$ cat src/rtl/fir_sample_source.sv
// fir_sample_source: paced STEP/RAMP test-sample generator with debounced mode toggle.
// Ports:
//   CLOCK_50     in   system clock, rising edge
//   reset        in   asynchronous active-high reset
//   toggleBtn    in   raw active-low push button, asynchronous
//   sample_ready in   downstream accepts sample_data when high with sample_valid
//   sample_valid out  sample_data holds a valid sample
//   sample_data  out  current sample (DATA_W bits)
//   mode         out  0 = STEP, 1 = RAMP
//   overrun      out  sticky: a tick arrived while a sample was still pending
module fir_sample_source #(
   parameter int DATA_W       = 8,
   parameter int SAMPLE_DIV   = 10,
   parameter int DEBOUNCE_CYC = 4
) (
   input  logic              CLOCK_50,
   input  logic              reset,
   input  logic              toggleBtn,
   input  logic              sample_ready,
   output logic              sample_valid,
   output logic [DATA_W-1:0] sample_data,
   output logic              mode,
   output logic              overrun
);
   localparam int DIV_W = $clog2(SAMPLE_DIV);
   localparam int DEB_W = $clog2(DEBOUNCE_CYC) + 1;
   localparam logic [0:0] WAIT = 1'b0;
   localparam logic [0:0] HOLD = 1'b1;
   logic              sync1_q, sync2_q, stable_q, stable_d;
   logic [DEB_W-1:0]  deb_cnt_q, deb_cnt_d;
   logic [DIV_W-1:0]  div_cnt_q, div_cnt_d;
   logic [3:0]        idx_q, idx_d;
   logic              mode_q, mode_d, overrun_q, overrun_d;
   logic [0:0]        state_q, state_d;
   logic [DATA_W-1:0] data_q, data_d, pattern;
   logic              deb_hit, press, tick, load;
   always_comb begin
      deb_hit   = (sync2_q != stable_q) && (deb_cnt_q == DEB_W'(DEBOUNCE_CYC - 1));
      deb_cnt_d = (sync2_q == stable_q || deb_hit) ? '0 : deb_cnt_q + 1'b1;
      stable_d  = deb_hit ? sync2_q : stable_q;
      // only the accepted high-to-low edge counts as a press; releases are ignored
      press     = deb_hit & ~sync2_q;
      tick      = div_cnt_q == DIV_W'(SAMPLE_DIV - 1);
      div_cnt_d = tick ? '0 : div_cnt_q + 1'b1;
      // a tick loads from WAIT, or back-to-back from HOLD when the current sample is taken
      load      = tick && (state_q == WAIT || sample_ready);
      pattern   = mode_q ? DATA_W'(idx_q) << (DATA_W - 4) : {DATA_W{idx_q[3]}};
      data_d    = load ? pattern : data_q;
      state_d   = load ? HOLD : (state_q == HOLD && sample_ready) ? WAIT : state_q;
      // a press restarts the pattern even if a load happens in the same cycle
      idx_d     = press ? '0 : load ? idx_q + 1'b1 : idx_q;
      mode_d    = mode_q ^ press;
      overrun_d = overrun_q | (tick && state_q == HOLD && !sample_ready);
   end
   always_ff @(posedge CLOCK_50 or posedge reset) begin
      if (reset) begin
         sync1_q   <= 1'b1;
         sync2_q   <= 1'b1;
         stable_q  <= 1'b1;
         deb_cnt_q <= '0;
         div_cnt_q <= '0;
         idx_q     <= '0;
         mode_q    <= 1'b0;
         overrun_q <= 1'b0;
         state_q   <= WAIT;
         data_q    <= '0;
      end else begin
         sync1_q   <= toggleBtn;
         sync2_q   <= sync1_q;
         stable_q  <= stable_d;
         deb_cnt_q <= deb_cnt_d;
         div_cnt_q <= div_cnt_d;
         idx_q     <= idx_d;
         mode_q    <= mode_d;
         overrun_q <= overrun_d;
         state_q   <= state_d;
         data_q    <= data_d;
      end
   end
   assign sample_valid = state_q == HOLD;
   assign sample_data  = data_q;
   assign mode         = mode_q;
   assign overrun      = overrun_q;
endmodule

$ cat config.mk
export PLATFORM = sky130hd
export DESIGN_NAME = fir_sample_source
export DESIGN_NICKNAME = d
export VERILOG_FILES = /design/src/rtl/fir_sample_source.sv
export SDC_FILE = /design/constraint.sdc
export NUM_CORES = 1
export LEC_CHECK = 0
export ABC_CLOCK_PERIOD_IN_PS = 1860
export BUFFER_PORTS_ARGS = -buffer_cell sky130_fd_sc_hd__buf_2
export CORE_MARGIN = 3
export CORE_UTILIZATION = 54
export DETAILED_ROUTE_END_ITERATION = 8
export GPL_TIMING_DRIVEN = 0
export PLACE_DENSITY = 0.76
export SLEW_MARGIN = 20
export SYNTH_ARGS = -nofsm -noshare
export SYNTH_HDL_FRONTEND = slang
export SYNTH_SLANG_ARGS = --single-unit
$ cat constraint.sdc
create_clock -name CLOCK_50 -period 1.86 [get_ports CLOCK_50]
set_clock_uncertainty 0.1 [all_clocks]
set_input_delay 0.186 -clock CLOCK_50 [delete_from_list [all_inputs] [get_ports CLOCK_50]]
set_output_delay 0.186 -clock CLOCK_50 [all_outputs]
set_load 0.02 [all_outputs]
== Yosys cells after proc, flatten, opt, wreduce, memory -nomap -nowiden ==
Cells that the tools add are included.
W data, S select, Z words.
Storage, ports and cells
  flip-flop bits (word level): 25
  bits in latches: 0
  RAM bits: 0
  ROM bits: 0
  memories kept: 0
Cells by class
  add/subtract/negate cells: 3
  $mul: 0
  div/mod/pow operators: 0
  $lt $le $gt $ge: 0
  equality and inequality tests: 4
  shift-type cells: 0
  mux-type cells: 7
  bitwise gates (word level): 5
  reductions and logical operators: 10
Operators with widths (number)
  $mux W4: 3
  $add A4 B1 Y4 const B: 2
  $mux W7: 1
  $logic_and A1 B1 Y1: 5
  $eq A4 B4 Y1 const B: 1
  $reduce_bool A2 Y1: 2
  $add A3 B1 Y3 const B: 1
  $eq A3 B2 Y1 const B: 1
  $mux W3: 1
  $logic_or A1 B1 Y1: 2
  $mux W1: 2
  $not A1 Y1: 2
  $and A1 B1 Y1: 1
  $eq A1 B1 Y1: 1
  $logic_not A1 Y1: 1
  $ne A1 B1 Y1: 1
  $or A1 B1 Y1: 1
  $xor A1 B1 Y1: 1

== Depth between registers and ports, before layout ==
  depth in word-level cells: 5
  mapped depth: 5

== Worst setup path before layout ==
No wires, ideal clock.
  path kind: register -> register
  from: register div_cnt_q[2]
  to: register idx_q[3]
  setup time: 77 ps
  arrival time: 1294 ps
  required time: 1683 ps
  setup slack: 389 ps
  cell stages (with the launch flop): 4
  buffers on the path: 0
  cell sequence: dfrtp_1 -> nand4bb_4 -> or4_1 -> a21oi_1
Between the ends
  longest elaborated chain between the ends: 3
Ends and longest elaborated chain
  start: declaration: line 31  | logic [DIV_W-1:0] div_cnt_q, div_cnt_d;
  start signal: assignment: line 72  | div_cnt_q <= div_cnt_d;
  $eq A4 B4 Y1: line 43  | tick = div_cnt_q == DIV_W'(SAMPLE_DIV - 1);
  $logic_and A1 B1 Y1: line 46  | load = tick && (state_q == WAIT || sample_ready);
  $reduce_bool A2 Y1 (no source line)
  end signal: assignment: line 73  | idx_q <= idx_d;
  end: declaration: line 32  | logic [3:0] idx_q, idx_d;
Every way passes these cells.
A chain may end at the register's enable or synchronous reset.

== Final worst setup path ==
Same ends and word-level chain as after synthesis.

==> out/qor.txt <==
outcome: finished clean
fmax: 0.617 GHz
unrepaired setup endpoints after global routing: false
DR vias/cell: 5.29
routed wl met3: 84 µm
post-synth top area share: 0.473
crit path kind: flip-flop to flip-flop
setup total negative slack: 0 ns
largest net degree at the start of global routing: 23
IO Pins: 15
Hold Crit Depth: 3
highest routed layer: met4
final hold vios: 0
CTS tree: yes
all-layer global routing usage: 0.155
Data arrival, critical path: 1.75 ns
critical path peak fanout: 7
vias in the first global route: 676
Routed wire per std cell: 12.2 µm
clock sink count: 22
Area Growth Syn to Fin: 14.6%
Iteration-0 DRC Markers: 16
Clock Path Buffers: 2
Clk pin slew, worst setup/hold paths: 0.12 ns
initial antenna violation count: 0
critical path startpoint category: flip-flop
largest area contributor in the netlist: dfrtp_1
initial core utilization: 0.617
CP cell instances: nand4bb_4, or4_1, a21oi_1
post-route ant nets: 0
clk_lat worst skew: 0.31 ns
RePlAce Congestion: 0.785
sequential-to-total area share from yosys stat: 0.552
measured slew at the worst slew-check pin: 0.786 ns
Post-CTS Setup Inserts: 0
syn_nets: 96
vias post-DR: 698
slowest stage delay, CP: 0.53 ns
commonest cells after routing, fill and taps aside: 19 x dfrtp_1, 14 x buf_2, 9 x nand2_1, 6 x o21ai_0, 6 x a21oi_1
layout cells sized above 1: 0.269
Core Area: 1630 µm²
Power Dens Cells: 1280 nW/µm²
worst vdd ir: 0.000743 V
Leak Pwr: 0.569 nW
Req. time, crit path: 1.99 ns
met1 WL: 765 µm
worst hold slack: 0.170 ns
Netlist cell types: 27
synth warn: 0
post-DP HPWL: 1170 µm
fin. max-slew vios: 0
fin nets: 117
IO Port Bufs: 14
worst reg2reg path depth: 3
synthesized flop and latch total: 22
synth top area cells: dfrtp_1 47%, dfstp_2 7.8%, ha_1 5.0%
worst min path class: input port to flip-flop
syn_area_per_cell: 11.4 µm²
full die area: 2410 µm²
first-pass GRT wire length: 2880 µm
drt total wl: 1600 µm
commonest non-fill, non-tap cell in the layout: dfrtp_1
metal2 WL: 724 µm
die boundary height: 49.1 µm
die width: 49.1 µm
min Tclk post-route: 1.62 ns
period utilization: 0.872
GR Overflow Total: 0
DR DRC count: 0
Setup violations, final: 0
Resized cells post-CTS: 0
crit path max-delay cell type: or4_1
max_cap viols: 0
H-tree depth: 1
number of diodes: 0
slew margin rel.: 0.475
root buffer cell: clkbuf_4
first-pass detailed-route iteration total: 4
# rows: 14
Post-Synthesis Cells: 88
CTS Buf Count: 3
Netlist Area Pre-Place: 1000 µm²
CP Capture Type: flip-flop
metal layers:
| layer | vias to the layer above | global-route usage |
|---|---|---|
| met5 | - | 0 |
| met4 | 0 | 0.0711 |
| met3 | 5 | 0.0367 |
| met2 | 22 | 0.259 |
| met1 | 326 | 0.188 |
| li1 | 345 | - |
power breakdown:
part           switching (mW)  internal, mW
clock network           0.133        0.0836
logic                   0.285         0.246
registers               0.104         0.625
total                   0.521         0.955
repair_timing:
action,4_1_cts,5_1_grt
hold buffers,2,0
setup endpoints to repair,0,0
hold endpoints to repair,20,0
synthesized netlist by cell type:
cell type	instances
inv_1	5
a22o_1	1
clkbuf_1	1
xnor2_1	2
dfrtp_1	19
or3_2	1
nor2_1	3
or4_1	1
nand4bb_4	1
o31ai_1	1
and4bb_2	1
nand2_1	9
a21o_1	1
a41oi_1	3
nand3_1	3
buf_4	4
nand2b_1	5
nor2b_1	1
o21ai_0	6
a21oi_1	6
xor2_1	1
and3b_1	1
ha_1	4
dfstp_2	3
nand3b_1	1
mux2i_1	2
mux2_2	2
cell type report:
| cell class | instances | area (µm²) |
|---|---|---|
| multi-input cells | 56 | 398 |
| clock buffers | 4 | 26.3 |
| repair buffers | 16 | 90.1 |
| plain buffers | 5 | 33.8 |
| well taps | 24 | 30.0 |
| flip-flops and latches | 22 | 554 |
| inverters | 5 | 18.8 |
| fillers | 122 | 478 |
critical path: cells and delay by family, from the launching register on:
family          cells  cell delay (ns)
flops               1             0.46
simple gates        2             0.84
compound gates      1             0.14
through the flow:
stage | worst slack (ns) | cells | utilization | power (mW) | cell area (µm²)
final | 0.238 | 132 | 0.707 | 1.48 | 1150
after floorplan | 0.389 | 88 | - | 1.12 | 1000
after detailed placement | 0.294 | 126 | 0.678 | 1.28 | 1100
after global placement | 0.312 | 126 | 0.678 | 1.25 | 1100
after CTS | 0.246 | 132 | 0.707 | 1.49 | 1150
after global routing | 0.181 | 132 | 0.707 | 1.58 | 1150
flip-flops by register name (all words and copies together), names as in the netlist:
register and flops:
sample_valid 1, sample_data 5, overrun 1, idx_q 4, div_cnt_q 4, deb_cnt_q 3, mode 1, stable_q 1
sync1_q 1, sync2_q 1
cell families after synthesis:
group | count (synthesis) | synth area share
buffers and inverters | 10 | 0.0523
AOI/OAI and AO/OA | 18 | 0.110
DFF | 22 | 0.552
and+or+nand+nor | 27 | 0.168
adders and majority gates | 4 | 0.0498
muxes | 4 | 0.0423
xor gates and xnor gates | 3 | 0.0262
path summary, 6_finish.rpt:
path,start,slack [ns],endpoint
max reg2reg,div_cnt_q[2],0.24,idx_q[3]
min reg2reg,sync1_q,0.26,sync2_q
min,sample_ready,0.17,overrun
max,div_cnt_q[2],0.24,idx_q[3]
min in group asynchronous,reset,0.46,div_cnt_q[2]
max in group asynchronous,reset,0.69,deb_cnt_q[0]
Power figures use the tool's default switching activity.
